## src/rtl/alarm_clock_ctrl.sv

```systemverilog
// ---- alarm_clock_ctrl : BCD time-of-day / alarm sequencer with set and ring modes ----
// ---- rev 1.0 ----
`timescale 1ns/1ps
`default_nettype none

module alarm_clock_ctrl #(
  parameter int TICK_DIV  = 50000000,
  parameter int RING_SECS = 60
) (
  input  logic       clk_clk,
  input  logic       reset_reset_n,
  input  logic [3:0] buttons,
  input  logic       switch,
  output logic [3:0] hour_tens,
  output logic [3:0] hour_units,
  output logic [3:0] min_tens,
  output logic [3:0] min_units,
  output logic [3:0] sec_tens,
  output logic [3:0] sec_units,
  output logic [9:0] leds,
  output logic       buzzer
);

  localparam int             PW        = $clog2(TICK_DIV);
  localparam logic [PW-1:0]  PRESC_TOP = PW'(TICK_DIV - 1);
  localparam logic [PW-1:0]  PRESC_HALF = PW'(TICK_DIV / 2);
  localparam logic [7:0]     RING_LIM  = 8'(RING_SECS);

  typedef enum logic [2:0] {
    RUN       = 3'd0,
    SET_T_HR  = 3'd1,
    SET_T_MIN = 3'd2,
    SET_A_HR  = 3'd3,
    SET_A_MIN = 3'd4,
    RING      = 3'd5
  } state_t;

  state_t        state, state_n;
  logic [PW-1:0] presc;
  logic [7:0]    hr, mn, sc, ahr, amn;
  logic [7:0]    hr_n, mn_n, sc_n, ahr_n, amn_n;
  logic [7:0]    ring_cnt, ring_n;
  logic [3:0]    btn_s1, btn_s2, btn_s3;
  logic          sw_s1, sw_s2;

  logic [3:0]    press;
  logic          p_stop, p_mode, p_next, p_inc;
  logic          tick, advance;
  logic [7:0]    hr_a, mn_a, sc_a;

  // Two-digit BCD increment that wraps to 00 after lim.
  function automatic logic [7:0] bcd_inc(input logic [7:0] v, input logic [7:0] lim);
    if (v == lim)
      bcd_inc = 8'h00;
    else if (v[3:0] == 4'd9)
      bcd_inc = {v[7:4] + 4'd1, 4'd0};
    else
      bcd_inc = {v[7:4], v[3:0] + 4'd1};
  endfunction

  always_comb begin
    press   = btn_s3 & ~btn_s2;
    p_stop  = press[3];
    p_mode  = press[0] & ~press[3];
    p_next  = press[2] & ~press[3] & ~press[0];
    p_inc   = press[1] & ~press[3] & ~press[0] & ~press[2];
    tick    = (presc == PRESC_TOP);
    advance = tick && (state != SET_T_HR) && (state != SET_T_MIN);

    sc_a = advance ? bcd_inc(sc, 8'h59) : sc;
    mn_a = (advance && sc == 8'h59) ? bcd_inc(mn, 8'h59) : mn;
    hr_a = (advance && sc == 8'h59 && mn == 8'h59) ? bcd_inc(hr, 8'h23) : hr;

    state_n = state;
    hr_n    = hr_a;
    mn_n    = mn_a;
    sc_n    = sc_a;
    ahr_n   = ahr;
    amn_n   = amn;
    ring_n  = ring_cnt;

    case (state)
      RUN: begin
        if (p_mode) begin
          state_n = SET_T_HR;
          sc_n    = 8'h00;
        end else if (advance && sw_s2 && {hr_a, mn_a, sc_a} == {ahr, amn, 8'h00}) begin
          state_n = RING;
          ring_n  = 8'd0;
        end
      end
      SET_T_HR: begin
        if (p_mode)      state_n = RUN;
        else if (p_next) state_n = SET_T_MIN;
        else if (p_inc)  hr_n = bcd_inc(hr, 8'h23);
      end
      SET_T_MIN: begin
        if (p_mode)      state_n = RUN;
        else if (p_next) state_n = SET_A_HR;
        else if (p_inc)  mn_n = bcd_inc(mn, 8'h59);
      end
      SET_A_HR: begin
        if (p_mode)      state_n = RUN;
        else if (p_next) state_n = SET_A_MIN;
        else if (p_inc)  ahr_n = bcd_inc(ahr, 8'h23);
      end
      SET_A_MIN: begin
        if (p_mode || p_next) state_n = RUN;
        else if (p_inc)       amn_n = bcd_inc(amn, 8'h59);
      end
      RING: begin
        // sw_s1 is the value sw_s2 takes on this edge, so the exit lands with leds[0]
        if (p_stop || !sw_s1) begin
          state_n = RUN;
        end else if (tick) begin
          ring_n = ring_cnt + 8'd1;
          if (ring_cnt + 8'd1 == RING_LIM) state_n = RUN;
        end
      end
      default: state_n = RUN;
    endcase
  end

  always_ff @(posedge clk_clk or negedge reset_reset_n) begin
    if (!reset_reset_n) begin
      state    <= RUN;
      presc    <= '0;
      hr       <= 8'h00;
      mn       <= 8'h00;
      sc       <= 8'h00;
      ahr      <= 8'h00;
      amn      <= 8'h00;
      ring_cnt <= 8'd0;
      btn_s1   <= 4'hF;
      btn_s2   <= 4'hF;
      btn_s3   <= 4'hF;
      sw_s1    <= 1'b0;
      sw_s2    <= 1'b0;
    end else begin
      state    <= state_n;
      presc    <= tick ? '0 : presc + 1'b1;
      hr       <= hr_n;
      mn       <= mn_n;
      sc       <= sc_n;
      ahr      <= ahr_n;
      amn      <= amn_n;
      ring_cnt <= ring_n;
      btn_s1   <= buttons;
      btn_s2   <= btn_s1;
      btn_s3   <= btn_s2;
      sw_s1    <= switch;
      sw_s2    <= sw_s1;
    end
  end

  logic set_t, set_a;
  assign set_t = (state == SET_T_HR) || (state == SET_T_MIN);
  assign set_a = (state == SET_A_HR) || (state == SET_A_MIN);

  assign {hour_tens, hour_units, min_tens, min_units, sec_tens, sec_units} =
         set_a ? {ahr, amn, 8'h00} : {hr, mn, sc};

  assign leds   = {5'b00000, presc < PRESC_HALF, set_a, set_t, state == RING, sw_s2};
  assign buzzer = (state == RING);

endmodule

`default_nettype wire

```

## config.mk

```make
export PLATFORM = sky130hd
export DESIGN_NAME = alarm_clock_ctrl
export DESIGN_NICKNAME = d
export VERILOG_FILES = /design/src/rtl/alarm_clock_ctrl.sv
export SDC_FILE = /design/constraint.sdc
export NUM_CORES = 1
export LEC_CHECK = 0
export BUFFER_PORTS_ARGS = -buffer_cell sky130_fd_sc_hd__buf_2
export CAP_MARGIN = 25
export CORE_MARGIN = 2
export CORE_UTILIZATION = 65
export DETAILED_ROUTE_END_ITERATION = 8
export PLACE_DENSITY = 0.85
export SLEW_MARGIN = 0
export SYNTH_ARGS = -nofsm -noshare
export SYNTH_HDL_FRONTEND = slang
export SYNTH_SLANG_ARGS = --single-unit
```

## constraint.sdc

```tcl
create_clock -name clk_clk -period 7.9 [get_ports clk_clk]
set_clock_uncertainty 0.2 [all_clocks]
set_input_delay 1.185 -clock clk_clk [delete_from_list [all_inputs] [get_ports clk_clk]]
set_output_delay 1.185 -clock clk_clk [all_outputs]
set_load 0.01 [all_outputs]
```

==> summary.txt <==
Power and ir drop
  • Internal power: ~0.00072 W
  • Power Dens Cells: 182 mW/mm^2
  • Maximum vdd drop: about 0.14 mV
  • NetSw: between 0.0003 and 0.0004 W
  • Clock power share: slightly below 30%
  • Comb pwr share: 22.3%
  • Seq pwr share: around half
  • Tot Pwr: roughly 0.0011 W
  • P_leak: roughly 2.7 nW
  • Sw Ratio: between 30% and 40%

Routing
  • Highest routed layer: met4
  • Wl on met1: 5.57 mm
  • DR DRC count: 0
  • Post-Route WL: 13.4 mm
  • Met2 wire len: about 6.7 mm
  • Metal3 WL: around 930 um
  • Vias: between 4000 and 5000
  • Drt wl/cell: around 17 um
  • Initial drt markers: between 300 and 400
  • Detail Route Antenna Nets: 0
  • Vias per cell: 6.27
  • TritonRoute pass-1 iters: 5

Critical path
  • Critical Path End Type: output pin
  • CP startpoint kind: register
  • CP arrival: 2990 ps
  • Critical path class: reg -> out
  • CP max FO: 28
  • CP Data Required Time: 6510 ps

Synthesis
  • Yosys top cell by area: dfrtp_1
  • EDFF count, synth: 0
  • Post-synth ARST share: 100%
  • Sequential area share after synthesis: between 40% and 50%
  • Ranking of synthesized cells by area: dfrtp_1 35%, nand2_1 5.8%, dfstp_2 5.5%
  • Synthesized area: 0.00572 sq mm
  • Yosys top cell area share: between 30 and 40%
  • Ys flop type: dfrtp_1
  • Synth warnings: 0
  • Synth Register Bits: between 90 and 100
  • Count of different cell masters after synthesis: 67
  • Cells after Synth: between 600 and 700
  • Avg Cell Area, Syn: about 8.7 sq um
  • Post-synth top cells: 88 x nand2_1, 79 x dfrtp_1, 54 x nor2_1
  • Most numerous cell in the Yosys netlist: nand2_1

Final layout
  • Area Growth Syn to Fin: 6.38%
  • Nets@finish: around 700
  • Multi-input gate area: 0.00317 sq mm
  • Antenna cells: 0
  • Share of cells above drive strength 1: between 10% and 20%
  • Register area: 0.00229 sq mm
  • Fillcell total: a little under 700

STA
  • Min Tclk post-route: 4380 ps
  • Max-slew violations: 0
  • Fmax: 228 MHz
  • Setup tns final: 0 ps
  • Final setup viols: 0
  • Final period utilization: 55.4%
  • Final Hold Vio Count: 0
  • Slew HR: around 36%
  • Worst-margin pin slew: ~950 ps
  • RSZ-0062 raised after global routing: false

Clock tree
  • Clk_lat worst skew: between 300 and 400 ps
  • Clock root cell: clkbuf_8
  • CTS Hold Bufs: 0
  • CTS Buf Count: 9
  • Resize count post-CTS: 0
  • H-tree depth: 3
  • CTS tree: built
  • Clock sinks: between 90 and 100
  • Post-CTS Setup Bufs: 0
  • Clock buffer depth: 2
  • CTS clock-pin slew for the worst setup and hold paths: around 90 ps

Floorplanning
  • Die ar.: between 0.009 and 0.01 sq mm
  • Width of the die: ~98 um
  • Core Area: between 0.008 and 0.009 sq mm
  • Die Y: roughly 98 um
  • Starting Density: about two thirds
  • I/O pin cnt: 42
  • # rows: 34

GRT
  • Grt ovf: 0
  • Largest net degree at the start of global routing: 58
  • First-pass GRT wire length: about 23 mm
  • Initial antenna violation count: 0
  • Vias in the first global route: a little under 5000
  • Gr usage total: 28.7%

Status
  • Status: finished clean

Placement
  • Port bufs: 36
  • Post-DP HPWL: 9.76 mm
  • Placer Congestion: 0.889

Min path
  • HP Class: reg -> reg

Flow run
  • Max Cap Viol: 0
[cell usage in the layout (no fill, tap or decap), types with 18 or more instances in the layout]
| cell | instances |
|---|---|
| ha_1 | 22 |
| dfrtp_1 | 79 |
| nand3_1 | 28 |
| a21oi_1 | 34 |
| inv_1 | 27 |
| nor2_1 | 54 |
| xnor2_1 | 30 |
| xor2_1 | 18 |
| buf_2 | 35 |
| nand2_1 | 88 |
| o21ai_0 | 38 |
[state kept, by name, summed over array words and instances, names as in the netlist]
name / cells
ahr: 8
amn: 8
btn_s1: 4
btn_s2: 4
btn_s3: 4
hr: 8
mn: 8
presc: 26
ring_cnt: 8
sc: 8
state: 3
sw_s1: 1
sw_s2: 1
[area by class of cell]
cell class                 count  share of cell area (%)
multi-input combinational    508                    52.1
sequential                    91                    37.6
timing repair buffer          37                    3.12
clock buffer                  11                    2.51
tap                          108                    2.22
inverter                      27                    1.66
clock inverter                 5                   0.699
[metrics by stage]
step	utilization, %	setup slack [ps]	hold slack, ps	area (sq um)	std cells
after floorplan	-	4620	145	5740	661
after detailed placement	68.2	4000	147	5890	771
after CTS	70.5	3600	161	6090	787
final	70.5	3520	160	6090	787
after global routing	70.5	3310	168	6090	787
after global placement	68.2	4100	146	5890	771
[worst paths after layout]
check                               from          end  slack (ps)  cells past startpoint
max reg2reg                    presc[16]     state[0]        3960                      9
max in group asynchronous  reset_reset_n  ring_cnt[4]        5880                      2
min reg2reg                    btn_s1[3]    btn_s2[3]         160                      0
max                             state[1]  min_tens[2]        3520                      6
min in group asynchronous  reset_reset_n        mn[6]         550                      1
min                            btn_s1[3]    btn_s2[3]         160                      0
[power by group through the flow]
stage / registers (W) / clock network [W] / logic [W]
5_1_grt: 0.000540 / 0.000345 / 0.000275
3_5_place_dp: 0.000543 / 0 / 0.000241
3_3_place_gp: 0.000540 / 0 / 0.000233
4_1_cts: 0.000534 / 0.000326 / 0.000244
2_1_floorplan: 0.000520 / 0 / 0.000198
6_report: 0.000536 / 0.000324 / 0.000247
[logic make-up (layout without fill, tap and decap cells)]
| family | count (synthesis) | in the layout | synth area share [%] |
|---|---|---|---|
| DFF | 91 | 91 | 40.1 |
| xor gates and xnor gates | 48 | 48 | 7.35 |
| muxes | 11 | 11 | 2.06 |
| other | 1 | 5 | 0.0655 |
| adders and majority gates | 22 | 22 | 4.81 |
| AOI/OAI and AO/OA | 129 | 129 | 13.6 |
| and+or+nand+nor | 293 | 293 | 27.4 |
| buffers and inverters | 62 | 80 | 4.74 |
[routing by layer]
metal  vias to the layer above  track usage [%]
met5                         -                0
met4                         0             10.0
met3                        29             4.80
met2                       207             48.5
met1                      2355             37.7
li1                       2345                -
[worst max-delay path, stage by stage, from the launching register on]
cell and delay (ps):
dfrtp_1 520, nor2_1 150, nand2_1 120, o21a_1 770
inv_1 560, o21ai_0 310, buf_2 170
(Power assumes the default switching activity.)
